### config.mk
export PLATFORM = sky130hd
export DESIGN_NAME = nw_traceback_reader_flat
export DESIGN_NICKNAME = d
export VERILOG_FILES = /design/src/rtl/nw_traceback_reader_if.sv /design/src/rtl/nw_traceback_reader.sv /design/src/flat_wrapper.sv
export SDC_FILE = /design/constraint.sdc
export NUM_CORES = 1
export LEC_CHECK = 0
export ABC_CLOCK_PERIOD_IN_PS = 7700
export CORE_UTILIZATION = 40
export CTS_BUF_LIST = sky130_fd_sc_hd__clkbuf_8
export CTS_CLUSTER_DIAMETER = 200
export DETAILED_ROUTE_END_ITERATION = 8
export GPL_TIMING_DRIVEN = 1
export PLACE_DENSITY = 0.58
export SYNTH_ARGS = -nofsm -noshare
export SYNTH_HDL_FRONTEND = slang
export SYNTH_SLANG_ARGS = --single-unit
### constraint.sdc
create_clock -name clk -period 7.7 [get_ports clk]
set_clock_uncertainty 0.1 [all_clocks]
set_input_delay 0.77 -clock clk [delete_from_list [all_inputs] [get_ports clk]]
set_output_delay 0.77 -clock clk [all_outputs]
set_load 0.01 [all_outputs]
### src/rtl/nw_traceback_reader_if.sv
// Direction RAM read port plus the alignment-step stream of the
// Needleman-Wunsch traceback reader. The master side is the reader itself;
// the slave side is the RAM plus the downstream consumer of steps.
interface nw_traceback_reader_if #(
    parameter int W = 3
);
    // Direction RAM read port
    logic         en_traceB;
    logic [W-1:0] i_t;
    logic [W-1:0] j_t;
    logic [2:0]   symbol_out;

    // Alignment step stream (valid/ready)
    logic         out_valid;
    logic         out_ready;
    logic [1:0]   out_op;
    logic [W-1:0] out_i;
    logic [W-1:0] out_j;
    logic         out_last;

    modport master (
        output en_traceB, i_t, j_t,
        input  symbol_out,
        output out_valid, out_op, out_i, out_j, out_last,
        input  out_ready
    );

    modport slave (
        input  en_traceB, i_t, j_t,
        output symbol_out,
        input  out_valid, out_op, out_i, out_j, out_last,
        output out_ready
    );
endinterface

### src/rtl/nw_traceback_reader.sv
// Needleman-Wunsch traceback reader: walks the score matrix from (N,N) back
// to (0,0), reading one Direction RAM symbol per interior cell, and streams
// the alignment steps last column first over a valid/ready handshake.
// Once a row or column reaches zero the remaining steps are pure gaps and
// are emitted one per cycle without touching the RAM.
// Optional build macro NW_TRACEBACK_STATS_EN adds per-op step counters
// (n_diag, n_gapA, n_gapB); without it those ports and counters are absent.
module nw_traceback_reader #(
    parameter int N = 5,
    parameter int W = $clog2(N + 1)
) (
    input  logic                         clk,
    input  logic                         rst,
    input  logic                         start,
    output logic                         busy,
    output logic                         done,
    output logic                         err,
    nw_traceback_reader_if.master        bus
`ifdef NW_TRACEBACK_STATS_EN
    ,
    output logic [$clog2(2*N+1)-1:0]     n_diag,
    output logic [$clog2(2*N+1)-1:0]     n_gapA,
    output logic [$clog2(2*N+1)-1:0]     n_gapB
`endif
);

    localparam logic [2:0] SYM_DIAG = 3'b100;
    localparam logic [2:0] SYM_UP   = 3'b010;
    localparam logic [2:0] SYM_LEFT = 3'b001;

    localparam logic [1:0] OP_DIAG  = 2'b00;
    localparam logic [1:0] OP_GAP_B = 2'b01;
    localparam logic [1:0] OP_GAP_A = 2'b10;

    localparam logic [W-1:0] ZERO = '0;
    localparam logic [W-1:0] ONE  = W'(1);
    localparam logic [W-1:0] N_W  = W'(N);

    typedef enum logic [2:0] {
        S_IDLE,
        S_READ,
        S_CAP,
        S_EMIT,
        S_BORDER,
        S_DONE
    } state_t;

    state_t       state;
    logic [W-1:0] ri;
    logic [W-1:0] rj;
    logic [W-1:0] dec_i;
    logic [W-1:0] dec_j;

    // Only the three one-hot codes are meaningful direction symbols.
    function automatic logic sym_legal(input logic [2:0] s);
        return (s == SYM_DIAG) || (s == SYM_UP) || (s == SYM_LEFT);
    endfunction

    // UP consumes A[i] against a gap in B; LEFT consumes B[j] against a gap in A.
    function automatic logic [1:0] sym_to_op(input logic [2:0] s);
        case (s)
            SYM_UP:   return OP_GAP_B;
            SYM_LEFT: return OP_GAP_A;
            default:  return OP_DIAG;
        endcase
    endfunction

    // Coordinates after the currently presented step is accepted.
    always_comb begin
        dec_i = ri;
        dec_j = rj;
        case (bus.out_op)
            OP_DIAG: begin
                dec_i = ri - ONE;
                dec_j = rj - ONE;
            end
            OP_GAP_B: dec_i = ri - ONE;
            default:  dec_j = rj - ONE;
        endcase
    end

    // Walk controller; every output is a register so downstream sees clean levels.
    always_ff @(posedge clk or negedge rst) begin
        if (!rst) begin
            state         <= S_IDLE;
            ri            <= ZERO;
            rj            <= ZERO;
            busy          <= 1'b0;
            done          <= 1'b0;
            err           <= 1'b0;
            bus.en_traceB <= 1'b0;
            bus.i_t       <= ZERO;
            bus.j_t       <= ZERO;
            bus.out_valid <= 1'b0;
            bus.out_op    <= OP_DIAG;
            bus.out_i     <= ZERO;
            bus.out_j     <= ZERO;
            bus.out_last  <= 1'b0;
        end else begin
            done          <= 1'b0;
            bus.en_traceB <= 1'b0;
            unique case (state)
                S_IDLE: begin
                    if (start) begin
                        ri            <= N_W;
                        rj            <= N_W;
                        err           <= 1'b0;
                        busy          <= 1'b1;
                        bus.en_traceB <= 1'b1;
                        bus.i_t       <= N_W - ONE;
                        bus.j_t       <= N_W - ONE;
                        state         <= S_READ;
                    end
                end
                S_READ: begin
                    // RAM data for the address issued here arrives next cycle.
                    state <= S_CAP;
                end
                S_CAP: begin
                    if (!sym_legal(bus.symbol_out)) begin
                        err   <= 1'b1;
                        done  <= 1'b1;
                        busy  <= 1'b0;
                        state <= S_IDLE;
                    end else begin
                        bus.out_op    <= sym_to_op(bus.symbol_out);
                        bus.out_i     <= ri;
                        bus.out_j     <= rj;
                        // Only a diagonal out of (1,1) lands on the origin from the interior.
                        bus.out_last  <= (bus.symbol_out == SYM_DIAG) && (ri == ONE) && (rj == ONE);
                        bus.out_valid <= 1'b1;
                        state         <= S_EMIT;
                    end
                end
                S_EMIT, S_BORDER: begin
                    if (bus.out_ready) begin
                        ri            <= dec_i;
                        rj            <= dec_j;
                        bus.out_valid <= 1'b0;
                        bus.out_last  <= 1'b0;
                        if ((dec_i == ZERO) && (dec_j == ZERO)) begin
                            done  <= 1'b1;
                            busy  <= 1'b0;
                            state <= S_DONE;
                        end else if ((dec_i == ZERO) || (dec_j == ZERO)) begin
                            // On an edge of the matrix the path is forced; no RAM needed.
                            bus.out_valid <= 1'b1;
                            bus.out_i     <= dec_i;
                            bus.out_j     <= dec_j;
                            bus.out_op    <= (dec_j == ZERO) ? OP_GAP_B : OP_GAP_A;
                            bus.out_last  <= ((dec_i == ONE) && (dec_j == ZERO)) ||
                                             ((dec_i == ZERO) && (dec_j == ONE));
                            state         <= S_BORDER;
                        end else begin
                            bus.en_traceB <= 1'b1;
                            bus.i_t       <= dec_i - ONE;
                            bus.j_t       <= dec_j - ONE;
                            state         <= S_READ;
                        end
                    end
                end
                S_DONE: begin
                    state <= S_IDLE;
                end
                default: begin
                    state <= S_IDLE;
                end
            endcase
        end
    end

`ifdef NW_TRACEBACK_STATS_EN
    localparam int CW = $clog2(2*N+1);
    localparam logic [CW-1:0] CNT_ONE = CW'(1);

    // Per-op step counters, cleared by an accepted start and frozen between walks.
    always_ff @(posedge clk or negedge rst) begin
        if (!rst) begin
            n_diag <= '0;
            n_gapA <= '0;
            n_gapB <= '0;
        end else if ((state == S_IDLE) && start) begin
            n_diag <= '0;
            n_gapA <= '0;
            n_gapB <= '0;
        end else if (bus.out_valid && bus.out_ready) begin
            case (bus.out_op)
                OP_DIAG:  n_diag <= n_diag + CNT_ONE;
                OP_GAP_B: n_gapB <= n_gapB + CNT_ONE;
                default:  n_gapA <= n_gapA + CNT_ONE;
            endcase
        end
    end
`endif

endmodule

### src/flat_wrapper.sv
// flat-port wrapper written by rule: the top's interface ports become plain ports
module nw_traceback_reader_flat 
#(
    parameter int N = 5,
    parameter int W = $clog2(N + 1)
)
  (clk, rst, start, busy, done, err, bus_en_traceB, bus_i_t, bus_j_t, bus_symbol_out, bus_out_valid, bus_out_op, bus_out_i, bus_out_j, bus_out_last, bus_out_ready);
  nw_traceback_reader_if #(.W(W)) bus_i ();
  input  logic clk;
  input  logic rst;
  input  logic start;
  output logic busy;
  output logic done;
  output logic err;
  output wire logic [$bits(bus_i.en_traceB)-1:0] bus_en_traceB;
  output wire logic [$bits(bus_i.i_t)-1:0] bus_i_t;
  output wire logic [$bits(bus_i.j_t)-1:0] bus_j_t;
  input wire logic [$bits(bus_i.symbol_out)-1:0] bus_symbol_out;
  output wire logic [$bits(bus_i.out_valid)-1:0] bus_out_valid;
  output wire logic [$bits(bus_i.out_op)-1:0] bus_out_op;
  output wire logic [$bits(bus_i.out_i)-1:0] bus_out_i;
  output wire logic [$bits(bus_i.out_j)-1:0] bus_out_j;
  output wire logic [$bits(bus_i.out_last)-1:0] bus_out_last;
  input wire logic [$bits(bus_i.out_ready)-1:0] bus_out_ready;
  assign bus_en_traceB = bus_i.en_traceB;
  assign bus_i_t = bus_i.i_t;
  assign bus_j_t = bus_i.j_t;
  assign bus_i.symbol_out = bus_symbol_out;
  assign bus_out_valid = bus_i.out_valid;
  assign bus_out_op = bus_i.out_op;
  assign bus_out_i = bus_i.out_i;
  assign bus_out_j = bus_i.out_j;
  assign bus_out_last = bus_i.out_last;
  assign bus_i.out_ready = bus_out_ready;
  nw_traceback_reader #(.N(N), .W(W)) u_core (.clk(clk), .rst(rst), .start(start), .busy(busy), .done(done), .err(err), .bus(bus_i));
endmodule
Word-level counts from Yosys, hierarchy flattened
Cells that the tools add are included.
{ "word_totals": {"regBits": 29, "latchBits": 0, "wordCells": 130, "n_memories": 0, "out_inout_bits": 20, "mem_bits_rw": 0, "rom_bits": 0} }
{ "classes": {"eq_ne": 20, "addsub": 4, "div": 0, "multipliers": 0, "reduce_logical": 26, "order_cmp": 0, "mux": 66, "bitwise": 0, "shift": 0} }
{ "op_table": {"columns": ["operator", "count"], "rows": [
  ["3-bit 2-to-1 mux", 24],
  ["3-bit one-hot mux with 2 select lines", 6],
  ["1-bit 2-to-1 mux", 21],
  ["3-bit by 1-bit equality test with 1-bit output (second input constant)", 6],
  ["5-bit AND reduction", 3],
  ["2-bit 2-to-1 mux", 6],
  ["3-bit one-hot mux with 4 select lines", 1],
  ["3-bit by 1-bit subtractor with 3-bit output (second input constant)", 4],
  ["2-bit inequality test (second input constant)", 5],
  ["1-bit one-hot mux with 2 select lines", 5],
  ["3-bit by 2-bit equality test with 1-bit output (second input constant)", 3],
  ["3-bit logical NOT", 3],
  ["3-bit AND reduction", 3],
  ["2-bit one-hot mux with 2 select lines", 2],
  ["3-bit equality test (second input constant)", 2],
  ["2-bit by 1-bit inequality test with 1-bit output (second input constant)", 3],
  ["2-bit nonzero test", 3],
  ["1-bit logical AND", 5],
  ["1-bit logical OR", 4],
  ["2-bit OR reduction", 2],
  ["1-bit one-hot mux with 3 select lines", 1],
  ["3-bit nonzero test", 1],
  ["2-bit by 1-bit equality test with 1-bit output (second input constant)", 1],
  ["2-bit logical NOT", 1],
  ["2-bit AND reduction", 1]
]} }

Logic depth before layout (Yosys ltp)
{ "depth": {"word_depth": 10, "ltp_mapped": 13, "depth_no_buf": 12} }

Least setup slack after synthesis
No wires, ideal clock.
{ "synth_timing": {"kind": "register to register", "start": "reg u_core.bus.out_op[1]", "end": "reg u_core.bus.i_t[0]", "path_slack_ps": 4933, "synth_period_minus_slack_ps": 2767, "arrival_time_ps": 2542, "path_stages_with_launch": 11, "required_time_ps": 7475, "setup_time_ps": 125, "cell_sequence": "dfrtp_1 -> buf_6 -> nand2b_1 -> xnor2_1 -> inv_1 -> ha_1 -> ha_1 -> ha_1 -> nand2b_1 -> a21oi_2 -> mux2_2"} }
{ "synth_between": {"elab_chain_cells": 8, "word_cells_on_any_way": 17} }
{ "synth_rtl": {"columns": ["element", "line", "source"], "rows": [
  ["start: declaration", "nw_traceback_reader_if.sv:24", "output out_valid, out_op, out_i, out_j, out_last,"],
  ["start signal: assignment", "nw_traceback_reader.sv:126", "bus.out_op <= sym_to_op(bus.symbol_out);"],
  ["start signal: assignment", "nw_traceback_reader.sv:150", "bus.out_op <= (dec_j == ZERO) ? OP_GAP_B : OP_GAP_A;"],
  ["2-bit by 1-bit equality test with 1-bit output / 2-bit logical NOT (equally long branches)", "nw_traceback_reader.sv:72", "case (bus.out_op)"],
  ["2-bit OR reduction (no line)", null, null],
  ["3-bit 2-to-1 mux", null, null],
  ["3-bit by 1-bit subtractor with 3-bit output", "nw_traceback_reader.sv:156", "bus.i_t <= dec_i - ONE;"],
  ["3-bit 2-to-1 mux", "nw_traceback_reader.sv:145", "end else if ((dec_i == ZERO) || (dec_j == ZERO)) begin"],
  ["3-bit 2-to-1 mux", "nw_traceback_reader.sv:141", "if ((dec_i == ZERO) && (dec_j == ZERO)) begin"],
  ["3-bit 2-to-1 mux", "nw_traceback_reader.sv:136", "if (bus.out_ready) begin"],
  ["3-bit one-hot mux with 2 select lines", "nw_traceback_reader.sv:102", "unique case (state)"],
  ["end signal: assignment", "nw_traceback_reader.sv:110", "bus.i_t <= N_W - ONE;"],
  ["end signal: assignment", "nw_traceback_reader.sv:156", null],
  ["end: declaration", "nw_traceback_reader_if.sv:22", "output en_traceB, i_t, j_t,"]
]} }
Several ways; a longest one is shown, not always the timed one. The select of a mux whose other input is x is not followed.
A chain may end at the register's enable or synchronous reset.

Worst setup path in the final report
{ "layout_timing": {"start": "reg u_core.bus.out_op[1]", "end": "reg u_core.bus.out_j[2]"} }
{ "layout_between": {"elab_chain_cells": 7, "word_cells_on_any_way": 16} }
{ "layout_rtl": {"columns": ["element", "line", "source"], "rows": [
  ["2-bit by 1-bit equality test with 1-bit output / 2-bit logical NOT (equally long branches)", "nw_traceback_reader.sv:72", null],
  ["2-bit OR reduction (no line)", null, null],
  ["3-bit 2-to-1 mux", null, null],
  ["3-bit logical NOT", "nw_traceback_reader.sv:141, nw_traceback_reader.sv:145", null],
  ["1-bit logical OR / 1-bit logical AND (equally long branches)", "nw_traceback_reader.sv:145, nw_traceback_reader.sv:141", null],
  ["2-bit by 1-bit inequality test with 1-bit output (no line) / 2-bit inequality test (equally long branches)", null, null],
  ["5-bit AND reduction (no line)", null, null],
  ["end signal: assignment", "nw_traceback_reader.sv:128", "bus.out_j <= rj;"],
  ["end signal: assignment", "nw_traceback_reader.sv:149", "bus.out_j <= dec_j;"],
  ["end: declaration", "nw_traceback_reader_if.sv:24", null]
]} }
Several ways; a longest one is shown, not always the timed one. The select of a mux whose other input is x is not followed.

==> impl_metrics.csv <==
group,metric,value,unit
detailed_routing,drc,0,
detailed_routing,vias,1443,
synthesis,synth_seq_cells,29,
synthesis,synth.area.top_cells,"dfrtp_1, ha_1, nor2_1",
synthesis,ys_types,49,
power,p_seq_share,31.9,%
synthesis,yosysTopAreaCellShare,40.59,%
placement,hpwl,2878,microns
power,leakagePower,0.9101,nW
sta,slew_viol_final,0,
floorplan,fp.dieArea,0.004741,sq mm
detailed_routing,viasPerCell,5.404,
run,max_cap_violations,0,
sta,period_share,41.04,%
synthesis,yosys_warnings,0,
global_routing,track_usage,20.29,%
floorplan,start_util,43.15,%
power,internal-power,495.5,uW
synthesis,yosysMostFrequentCell,"dfrtp_1",
placement,post-place-ws,4.553,ns
power,clock_power_share,13.6,%
sta,rsz0062_at_grt,"false",
cells_and_area,diodes,0,
floorplan,ios,27,
power,power_frac_comb,54.4,%
detailed_routing,drt_iter0_drc,73,
synthesis,ys_seq_area_share,40.59,%
placement,place.gp.congestion,0.8808,
synthesis,yosys-top-cells-count,"dfrtp_1, nor2_1, inv_1, o21ai_0, ha_1",
clock_network,clk_latency,0.28,ns
worst_setup_path,reg2regPathDepth,9,
synthesis,synth_area,0.001788,sq mm
clock_network,cts_buffer_depth,2,
worst_setup_path,slowest_stage,"o31ai_4",
floorplan,die_y,68.86,microns
sta,slew_headroom,52.83,%
worst_setup_path,worstPathMaxFanout,16,
sta,hold_viol_final,0,
floorplan,rows,23,
cells_and_area,nets,236,
synthesis,syn_nets,210,
sta,fin_ws,4.540,ns
worst_setup_path,crit_chain,"nand2b_1 > xnor2_1 > inv_1 > ha_1 > ha_1 > ha_1 > o31ai_4 > o311ai_1 > o21a_1",
clock_network,cts_max_level,2,
clock_network,cts_setup_buffers,0,
synthesis,syn_avg_cell_area,9.410,sq um
placement,io_buffers,26,
power,switching_share,43.83,%
worst_setup_path,cp-end-kind,"flop",
clock_network,cts_buffers,5,
power,p_switching,386.6,uW
sta,max_slew.worst_pin.slew,0.7076,ns
worst_setup_path,worstSetupPathType,"reg -> reg",
clock_network,postCtsHoldBufs,0,
global_routing,grt_start_max_net_pins,30,
synthesis,synth_edf_count,0,
clock_network,root_buffer,"clkbuf_8",
synthesis,netlist_instances,190,
power,ir_drop,0.0001530,V
cells_and_area,drive_above_1_share,10.14,%
hold_path,hold_path_depth,2,
global_routing,antenna_found_initial,0,
detailed_routing,wl_per_cell,15.05,microns
clock_network,cts_tree,"done",
hold_path,min_path_type,"reg -> reg",
clock_network,post_cts_resized,0,
sta,setup_violations,0,
global_routing,grt_overflow_total,0,
global_routing,grt_pass1_vias,1348,
sta,period_minus_slack,3.160,ns
detailed_routing,firstDrtPassIters,4,
synthesis,synth_top_cell_by_area,"dfrtp_1",
synthesis,ys_async_sr_fraction,100.0,%
worst_setup_path,slowest_delay,0.67,ns
worst_setup_path,cp_common_cell,"ha_1",
clock_network,cts.sinks,29,
sta,tns,0,ns
floorplan,coreArea,0.004144,sq mm
cells_and_area,fillers,397,
cells_and_area,areaGrowthSynthToFinish,19.24,%
cells_and_area,postLayoutCoreUtil,51.45,%
sta,max_freq,0.3164,GHz
global_routing,grt_first_pass_wirelength,6803,microns
worst_setup_path,cp_data_required_time,7.77,ns
worst_setup_path,start_kind,"flop",
status,status,"finished clean",
floorplan,die_w,68.86,microns
detailed_routing,ant_nets,0,
detailed_routing,drt_wl_total,4019,microns
clock_network,path_clk_slew,0.06,ns
worst_setup_path,arrival,3.23,ns
power,powerDensity,413.8,mW/mm^2
synthesis,ys_dominant_reg_cell,"dfrtp_1",
[worst max-delay path, delay by kind of cell (launching register included)]
kind	cells	cell delay, ns
compound gates	3	1.01
fa+ha+maj	3	0.74
flops	1	0.50
simple gates	1	0.30
xor+xnor	1	0.30
buf+inv	1	0.08
[power groups by stage]
stage                     Sequential, mW  Clock, mW  Combinational (mW)
after floorplan                    0.275          0               0.339
after global placement             0.281          0               0.477
after detailed placement           0.284          0               0.482
after CTS                          0.282      0.125               0.484
after global routing               0.294      0.132               0.542
final                              0.282      0.120               0.480
[path summary, 6_finish.rpt]
check | from | slack (ns) | to
worst max-delay path | u_core.bus.out_op[1] | 4.54 | u_core.bus.out_j[2]
worst min-delay path | u_core.err | 0.41 | u_core.err
worst max register to register | u_core.bus.out_op[1] | 4.54 | u_core.bus.out_j[2]
worst min register to register | u_core.err | 0.41 | u_core.err
max in group asynchronous | rst | 6.43 | u_core.ri[1]
min in group asynchronous | rst | 0.78 | u_core.err
[stage by stage]
stage	hold WS (ns)	cell area, sq um	power, mW	cells
finish	0.4092	2132	0.8821	267
global route	0.4223	2132	0.9684	267
CTS	0.4171	2132	0.8908	267
detailed placement	0.4023	2049	0.7654	259
global placement	0.3844	2049	0.7585	259
floorplan	0.3744	1788	0.6140	190
[sequential cells by signal (all words and copies together), names as in the netlist]
signal                cells
u_core.bus.j_t            3
u_core.bus.out_valid      1
u_core.busy               1
u_core.err                1
u_core.bus.i_t            3
u_core.bus.out_last       1
u_core.ri                 3
u_core.bus.out_i          3
u_core.rj                 3
u_core.bus.out_j          3
u_core.done               1
u_core.bus.out_op         2
u_core.state              3
u_core.bus.en_traceB      1
[cell families after synthesis]
kind of cell,count (synthesis),share of synthesized area [%]
AND/OR/NAND/NOR,63,18.83
AO/OA/AOI/OAI,51,18.75
flip-flops,29,40.59
buffers and inverters,23,6.997
adder cells (fa/ha/maj),13,9.097
XOR/XNOR,8,3.919
multiplexers,3,1.819
[metal layers]
metal / global-route usage, % / up-vias / wire length (microns)
met5: 0 / - / 0
met1: 28.70 / 691 / 2007
li1: - / 718 / -
met4: 6.888 / 0 / 42
met2: 29.37 / 30 / 1824
met3: 5.757 / 4 / 145
[cell type report]
class,count,area (sq um),share of cell area [%]
timing repair buffer,27,267.8,12.56
clock buffer,5,68.82,3.228
multi-input combinational,138,937.1,43.96
clock inverter,3,13.76,0.6455
tap,50,62.56,2.934
sequential,29,725.7,34.04
inverter,15,56.30,2.641
[layout by cell type (no fill, tap or decap), types with 6 or more instances in the layout]
master	instances
dfrtp_1	29
clkdlybuf4s50_1	26
nor2_1	20
inv_1	16
o21ai_0	14
ha_1	13
nand2_1	11
a21oi_1	11
xnor2_1	6
a31oi_1	6
(Power assumes the default switching activity.)
